**config.mk**
```make
export PLATFORM = sky130hd
export DESIGN_NAME = cpu_sequencer_flat
export DESIGN_NICKNAME = d
export VERILOG_FILES = /design/src/rtl/cpu_pkg.sv /design/src/rtl/cpu_sequencer_if.sv /design/src/rtl/cpu_sequencer.sv /design/src/flat_wrapper.sv
export SDC_FILE = /design/constraint.sdc
export NUM_CORES = 1
export LEC_CHECK = 0
export BUFFER_PORTS_ARGS = -buffer_cell sky130_fd_sc_hd__buf_2
export CAP_MARGIN = 10
export CELL_PAD_IN_SITES_DETAIL_PLACEMENT = 1
export CELL_PAD_IN_SITES_GLOBAL_PLACEMENT = 1
export CORE_MARGIN = 2
export CORE_UTILIZATION = 26
export CTS_CLUSTER_DIAMETER = 200
export DETAILED_ROUTE_END_ITERATION = 16
export MAX_ROUTING_LAYER = met4
export PLACE_DENSITY = 0.78
export SLEW_MARGIN = 0
export SYNTH_ARGS = -nofsm -noshare
export SYNTH_HDL_FRONTEND = slang
export SYNTH_SLANG_ARGS = --single-unit
```
**constraint.sdc**
```tcl
create_clock -name clock -period 1.4 [get_ports clock]
set_input_delay 0.14 -clock clock [delete_from_list [all_inputs] [get_ports clock]]
set_output_delay 0.14 -clock clock [all_outputs]
set_load 0.005 [all_outputs]
```
**src/rtl/cpu_pkg.sv**
```systemverilog
// Shared encodings for the accumulator processor control unit.
// The opcode values here are the single source for the generated opcodes.h.
package cpu_pkg;

  localparam int OPCODE_W = 3;

  typedef enum logic [2:0] {
    OP_LOAD  = 3'b000,
    OP_STORE = 3'b001,
    OP_ADD   = 3'b010,
    OP_SUB   = 3'b011,
    OP_BNE   = 3'b100,
    OP_XOR   = 3'b101,
    OP_JMP   = 3'b110,
    OP_HALT  = 3'b111
  } opcode_t;

  typedef enum logic [1:0] {
    ALU_PASS = 2'b00,
    ALU_ADD  = 2'b01,
    ALU_SUB  = 2'b10,
    ALU_XOR  = 2'b11
  } alu_op_t;

  typedef enum logic [2:0] {
    FETCH_ADDR,
    FETCH_RD,
    DECODE,
    EXEC_RD,
    EXEC_WR,
    HALT
  } state_t;

  // ALU function applied while a memory operand is being read into ACC
  function automatic alu_op_t alu_for(opcode_t op);
    case (op)
      OP_ADD:  return ALU_ADD;
      OP_SUB:  return ALU_SUB;
      OP_XOR:  return ALU_XOR;
      default: return ALU_PASS;
    endcase
  endfunction

endpackage

```
**src/rtl/cpu_sequencer_if.sv**
```systemverilog
// Control/handshake bundle between the sequencer and the datapath.
// The sequencer is the master: it reads status and drives every strobe.
interface cpu_sequencer_if #(
  parameter int OP_W = 3
);

  logic            run;
  logic [OP_W-1:0] op;
  logic            z_flag;
  logic            mem_ready;

  logic            PC_bus;
  logic            load_PC;
  logic            INC_PC;
  logic            load_IR;
  logic            Addr_bus;
  logic            load_MAR;
  logic            MDR_bus;
  logic            load_MDR;
  logic            CS;
  logic            R_NW;
  logic            ACC_bus;
  logic            load_ACC;
  logic [1:0]      ALU_op;
  logic            halted;

  modport master (
    input  run, op, z_flag, mem_ready,
    output PC_bus, load_PC, INC_PC, load_IR, Addr_bus, load_MAR,
           MDR_bus, load_MDR, CS, R_NW, ACC_bus, load_ACC, ALU_op, halted
  );

  modport slave (
    output run, op, z_flag, mem_ready,
    input  PC_bus, load_PC, INC_PC, load_IR, Addr_bus, load_MAR,
           MDR_bus, load_MDR, CS, R_NW, ACC_bus, load_ACC, ALU_op, halted
  );

endinterface

```
**src/rtl/cpu_sequencer.sv**
```systemverilog
// Fetch/decode/execute control FSM for the 8-bit accumulator processor.
// Outputs are decoded combinationally from state and the live inputs, and are
// forced to the idle pattern (R_NW=1, everything else 0) while n_reset is low
// so that no bus drive or memory write survives the reset edge.
module cpu_sequencer
  import cpu_pkg::*;
#(
  parameter int WORD_W = 8,
  parameter int OP_W   = 3
) (
  input  logic             clock,
  input  logic             n_reset,
  cpu_sequencer_if.master  bus
);

  // The opcode encodings are fixed at three bits and need an address field beside them
  if (OP_W != OPCODE_W || WORD_W <= OP_W) begin : g_bad_width
    $error("cpu_sequencer: OP_W must equal %0d and WORD_W must exceed OP_W", OPCODE_W);
  end

  state_t  state;
  state_t  next_state;
  opcode_t opc;

  assign opc = opcode_t'(bus.op);

  // State register with asynchronous active-low reset back to instruction fetch
  always_ff @(posedge clock or negedge n_reset) begin
    if (!n_reset) begin
      state <= FETCH_ADDR;
    end else begin
      state <= next_state;
    end
  end

  // Next-state selection; memory states wait on mem_ready, HALT is absorbing
  always_comb begin
    next_state = state;
    case (state)
      FETCH_ADDR: if (bus.run) next_state = FETCH_RD;
      FETCH_RD:   if (bus.mem_ready) next_state = DECODE;
      DECODE: begin
        case (opc)
          OP_STORE:                           next_state = EXEC_WR;
          OP_LOAD, OP_ADD, OP_SUB, OP_XOR:    next_state = EXEC_RD;
          OP_HALT:                            next_state = HALT;
          default:                            next_state = FETCH_ADDR;
        endcase
      end
      EXEC_RD:    if (bus.mem_ready) next_state = FETCH_ADDR;
      EXEC_WR:    if (bus.mem_ready) next_state = FETCH_ADDR;
      HALT:       next_state = HALT;
      default:    next_state = FETCH_ADDR;
    endcase
  end

  // Strobe decode; each state enables at most one sysbus driver
  always_comb begin
    bus.PC_bus   = 1'b0;
    bus.load_PC  = 1'b0;
    bus.INC_PC   = 1'b0;
    bus.load_IR  = 1'b0;
    bus.Addr_bus = 1'b0;
    bus.load_MAR = 1'b0;
    bus.MDR_bus  = 1'b0;
    bus.load_MDR = 1'b0;
    bus.CS       = 1'b0;
    bus.R_NW     = 1'b1;
    bus.ACC_bus  = 1'b0;
    bus.load_ACC = 1'b0;
    bus.ALU_op   = ALU_PASS;
    bus.halted   = 1'b0;
    if (n_reset) begin
      case (state)
        FETCH_ADDR: begin
          if (bus.run) begin
            bus.PC_bus   = 1'b1;
            bus.load_MAR = 1'b1;
            bus.INC_PC   = 1'b1;
          end
        end
        FETCH_RD: begin
          bus.CS = 1'b1;
          if (bus.mem_ready) begin
            bus.MDR_bus = 1'b1;
            bus.load_IR = 1'b1;
          end
        end
        DECODE: begin
          case (opc)
            OP_LOAD, OP_STORE, OP_ADD, OP_SUB, OP_XOR: begin
              bus.Addr_bus = 1'b1;
              bus.load_MAR = 1'b1;
            end
            OP_BNE: begin
              if (!bus.z_flag) begin
                bus.Addr_bus = 1'b1;
                bus.load_PC  = 1'b1;
              end
            end
            OP_JMP: begin
              bus.Addr_bus = 1'b1;
              bus.load_PC  = 1'b1;
            end
            default: ;
          endcase
        end
        EXEC_RD: begin
          bus.CS     = 1'b1;
          bus.ALU_op = alu_for(opc);
          if (bus.mem_ready) begin
            bus.MDR_bus  = 1'b1;
            bus.load_ACC = 1'b1;
          end
        end
        EXEC_WR: begin
          bus.ACC_bus  = 1'b1;
          bus.load_MDR = 1'b1;
          bus.CS       = 1'b1;
          bus.R_NW     = 1'b0;
        end
        HALT:    bus.halted = 1'b1;
        default: ;
      endcase
    end
  end

endmodule

```
**src/flat_wrapper.sv**
```systemverilog
// flat-port wrapper written by rule: the top's interface ports become plain ports
module cpu_sequencer_flat import cpu_pkg::*;
#(
  parameter int WORD_W = 8,
  parameter int OP_W   = 3
)
  (clock, n_reset, bus_run, bus_op, bus_z_flag, bus_mem_ready, bus_PC_bus, bus_load_PC, bus_INC_PC, bus_load_IR, bus_Addr_bus, bus_load_MAR, bus_MDR_bus, bus_load_MDR, bus_CS, bus_R_NW, bus_ACC_bus, bus_load_ACC, bus_ALU_op, bus_halted);
  cpu_sequencer_if #(.OP_W(OP_W)) bus_i ();
  input  logic clock;
  input  logic n_reset;
  input wire logic [$bits(bus_i.run)-1:0] bus_run;
  input wire logic [$bits(bus_i.op)-1:0] bus_op;
  input wire logic [$bits(bus_i.z_flag)-1:0] bus_z_flag;
  input wire logic [$bits(bus_i.mem_ready)-1:0] bus_mem_ready;
  output wire logic [$bits(bus_i.PC_bus)-1:0] bus_PC_bus;
  output wire logic [$bits(bus_i.load_PC)-1:0] bus_load_PC;
  output wire logic [$bits(bus_i.INC_PC)-1:0] bus_INC_PC;
  output wire logic [$bits(bus_i.load_IR)-1:0] bus_load_IR;
  output wire logic [$bits(bus_i.Addr_bus)-1:0] bus_Addr_bus;
  output wire logic [$bits(bus_i.load_MAR)-1:0] bus_load_MAR;
  output wire logic [$bits(bus_i.MDR_bus)-1:0] bus_MDR_bus;
  output wire logic [$bits(bus_i.load_MDR)-1:0] bus_load_MDR;
  output wire logic [$bits(bus_i.CS)-1:0] bus_CS;
  output wire logic [$bits(bus_i.R_NW)-1:0] bus_R_NW;
  output wire logic [$bits(bus_i.ACC_bus)-1:0] bus_ACC_bus;
  output wire logic [$bits(bus_i.load_ACC)-1:0] bus_load_ACC;
  output wire logic [$bits(bus_i.ALU_op)-1:0] bus_ALU_op;
  output wire logic [$bits(bus_i.halted)-1:0] bus_halted;
  assign bus_i.run = bus_run;
  assign bus_i.op = bus_op;
  assign bus_i.z_flag = bus_z_flag;
  assign bus_i.mem_ready = bus_mem_ready;
  assign bus_PC_bus = bus_i.PC_bus;
  assign bus_load_PC = bus_i.load_PC;
  assign bus_INC_PC = bus_i.INC_PC;
  assign bus_load_IR = bus_i.load_IR;
  assign bus_Addr_bus = bus_i.Addr_bus;
  assign bus_load_MAR = bus_i.load_MAR;
  assign bus_MDR_bus = bus_i.MDR_bus;
  assign bus_load_MDR = bus_i.load_MDR;
  assign bus_CS = bus_i.CS;
  assign bus_R_NW = bus_i.R_NW;
  assign bus_ACC_bus = bus_i.ACC_bus;
  assign bus_load_ACC = bus_i.load_ACC;
  assign bus_ALU_op = bus_i.ALU_op;
  assign bus_halted = bus_i.halted;
  cpu_sequencer #(.WORD_W(WORD_W), .OP_W(OP_W)) u_core (.clock(clock), .n_reset(n_reset), .bus(bus_i));
endmodule
```
==> impl_metrics.ini <==
[worst_setup_path]
setup.worst_path.end_class = primary output
r2r_slack_ns = 0.20
arrival_ns = 1.26
worstReg2RegStart = u_core.state[2]
rr_worst_depth = 3
worstSetupPathType = flip-flop to primary output
required_ns = 1.26
crit_slowest_cell = dfrtp_2
crit_start = u_core.state[0]
cp_slowest_stage_delay_ns = 0.45
path_cells = buf_6 > and3_4 > and3_1 > buf_2
r2r-end = u_core.state[0]
start_kind = flip-flop
crit_path_max_fanout = 6
endpoint = bus_ALU_op[1]

[placed_design]
dp_slack_ns = 0.102
gp_congestion = 0.803
portBuffers = 22
place_inst = 87
place_hpwl_um = 870
place_area_um2 = 494

[logic_synthesis]
synth_xor_area_frac = 0.0464
ys_top_cells_by_area = dfrtp_1, nor2_1, and3_1
avgSynthCellArea_um2 = 7.27
synth_mux_area_frac = 0.0265
synth_flop_cell = dfrtp_1
synth_top_area_cell = dfrtp_1
synth_edf_count = 0
ys_seq_area_frac = 0.199
synth_compound_area_frac = 0.225
synthAdderAreaFrac = 0
ys_seq_elements = 3
async_reset_ff_frac = 1.00
syn_inst = 52
synth_top_family_by_area = simple AND/OR/NAND/NOR gates
ys_types = 27
synth.top_cell.area_share = 0.199
yosys.area_share.simple = 0.411
yosysWarnings = 0
syn_area_um2 = 378
synth_nets = 60

[floorplan]
ioPinCount = 23
die_area_um2 = 1770
die_w_um = 42.1
start_util = 0.283
rows = 13
core_area_um2 = 1330
die_h_um = 42.1

[final_layout]
n_fill_cell = 185
largest_reg_flops = 3
final_cells = 96
largest-register = u_core.state
final_area_um2 = 622
reg_top3 = u_core.state: 3 flops
layout-area-overhead-vs-synth_pct = 64.6
nNetsFinal = 90
drive_gt1_frac = 0.556
antenna_cells = 0

[global_route]
grt_pass1_wl_mm = 1.97
grt_pass1_vias = 466
track_usage = 0.145
antenna_found_initial = 0
grt_max_degree = 9
grt-ovfl-total = 0

[power_and_ir_drop]
p_switching_mw = 0.335
power_density_nw_per_um2 = 1400
power_mw = 0.870
clkPwrFrac = 0.170
sw_frac_of_total = 0.385
ir_drop_v = 0.000803
power_frac_seq = 0.232
p_int_mw = 0.535
p_comb_frac = 0.598
cellLeakagePower_nw = 0.332

[timing]
finalWorstSetupSlack_ns = -0.00412
worst_clock_skew_ns = 0.00381
fin_crit_ns = 1.40
final-hold-violation-count = 0
tightest_slew_ns = 0.251
drv_slew = 0
fmax_ghz = 0.712
setup_viol = 1
rsz0062_at_grt = true
post-route-period-util = 1.00
relSlewSlack = 0.831
tns_ns = -0.00412

[cts]
clockRootBuffer = clkbuf_4
clock_sinks = 3
clk_path_buf_depth = 2
cts_tree = done
clk_latency_ns = 0.23
cts_buffers = 3
clk_pin_slew_ns = 0.03
htree_levels = 1

[route]
dr.pass1.iters = 1
ant_nets = 0
drtIter0Drc = 0
drt_wl_total_mm = 1.16
num_vias = 465
viasPerCell = 4.84
wl_per_cell_um = 12.1
drc = 0

[worst_hold_path]
hold_path_class = primary input to flip-flop

[run_status]
violations = negative setup slack
status = finished with violations

[run]
cap_violations = 0
## cell usage in the layout (no fill, tap or decap), types with 2 or more instances in the layout
cell	count
and2_4	2
and3_1	2
and3_4	2
buf_2	21
buf_4	4
buf_6	2
clkbuf_4	3
dfrtp_2	3
inv_1	4
nand2_1	4
nand2b_1	2
nand3_1	2
nor2_1	6
nor2b_4	2
o21ai_0	2
xor2_1	2
## cell usage after synthesis, types with 2 or more instances
| master | count |
|---|---|
| o21ai_0 | 2 |
| nand2_1 | 4 |
| and3_1 | 4 |
| nand3_1 | 2 |
| nand2b_1 | 3 |
| dfrtp_1 | 3 |
| buf_4 | 2 |
| inv_1 | 4 |
| nor2_1 | 7 |
| a21oi_1 | 2 |
| nor2b_1 | 2 |
| xor2_1 | 2 |
## stage by stage
step,hold WS [ns],util
finish,0.191,0.466
global route,0.202,0.466
floorplan,-0.156,-
CTS,0.186,0.433
detailed placement,-0.0277,0.371
global placement,-0.0304,0.371
## worst min-delay path by stage
stage,from,to,slack [ns],cells past startpoint
after floorplan,n_reset,u_core.state[0],-0.16,0
after global placement,n_reset,u_core.state[2],-0.03,1
after detailed placement,n_reset,u_core.state[2],-0.03,1
after CTS,bus_run,u_core.state[0],0.19,3
after global routing,bus_run,u_core.state[0],0.20,3
final,bus_run,u_core.state[0],0.19,3
## cell type report
cell class / count / area [µm²] / share of cell area
inverter: 4 / 15.0 / 0.0241
timing repair buffer: 28 / 168 / 0.270
clock buffer: 4 / 26.3 / 0.0423
tap: 15 / 18.8 / 0.0302
multi-input combinational: 42 / 315 / 0.507
sequential: 3 / 78.8 / 0.127
## logic make-up after synthesis
family,after synthesis
AND/OR/NAND/NOR,28
AO/OA/AOI/OAI,11
multiplexers,1
flip-flops,3
XOR/XNOR,2
buffers and inverters,7
## critical path, delay by kind of cell (launching register included)
kind | cells | cell delay (ns)
flops | 1 | 0.45
simple gates | 2 | 0.33
buf+inv | 2 | 0.26
## routing by layer
layer / wire (µm) / vias up / global-route usage
met5: 0 / - / -
met4: 0 / 0 / 0.0438
met3: 70 / 0 / 0.0345
met2: 609 / 15 / 0.263
met1: 478 / 215 / 0.156
li1: - / 235 / -
## power groups by stage
stage | combinational (mW) | clock [mW] | sequential [mW]
finish | 0.520 | 0.148 | 0.202
global route | 0.577 | 0.168 | 0.210
CTS | 0.463 | 0.157 | 0.181
detailed placement | 0.350 | 0 | 0.194
global placement | 0.346 | 0 | 0.188
floorplan | 0.257 | 0 | 0.162
## repair_timing
action | 4_1_cts | 5_1_grt
hold buffers | 1 | 0
gates resized for setup | 7 | 9
buffers inserted | 4 | 0
endpoints found under the setup margin | 7 | 7
hold endpoints to repair | 3 | 0
pin swaps | 0 | 2
No activity file was read; power rests on OpenSTA's default activity.
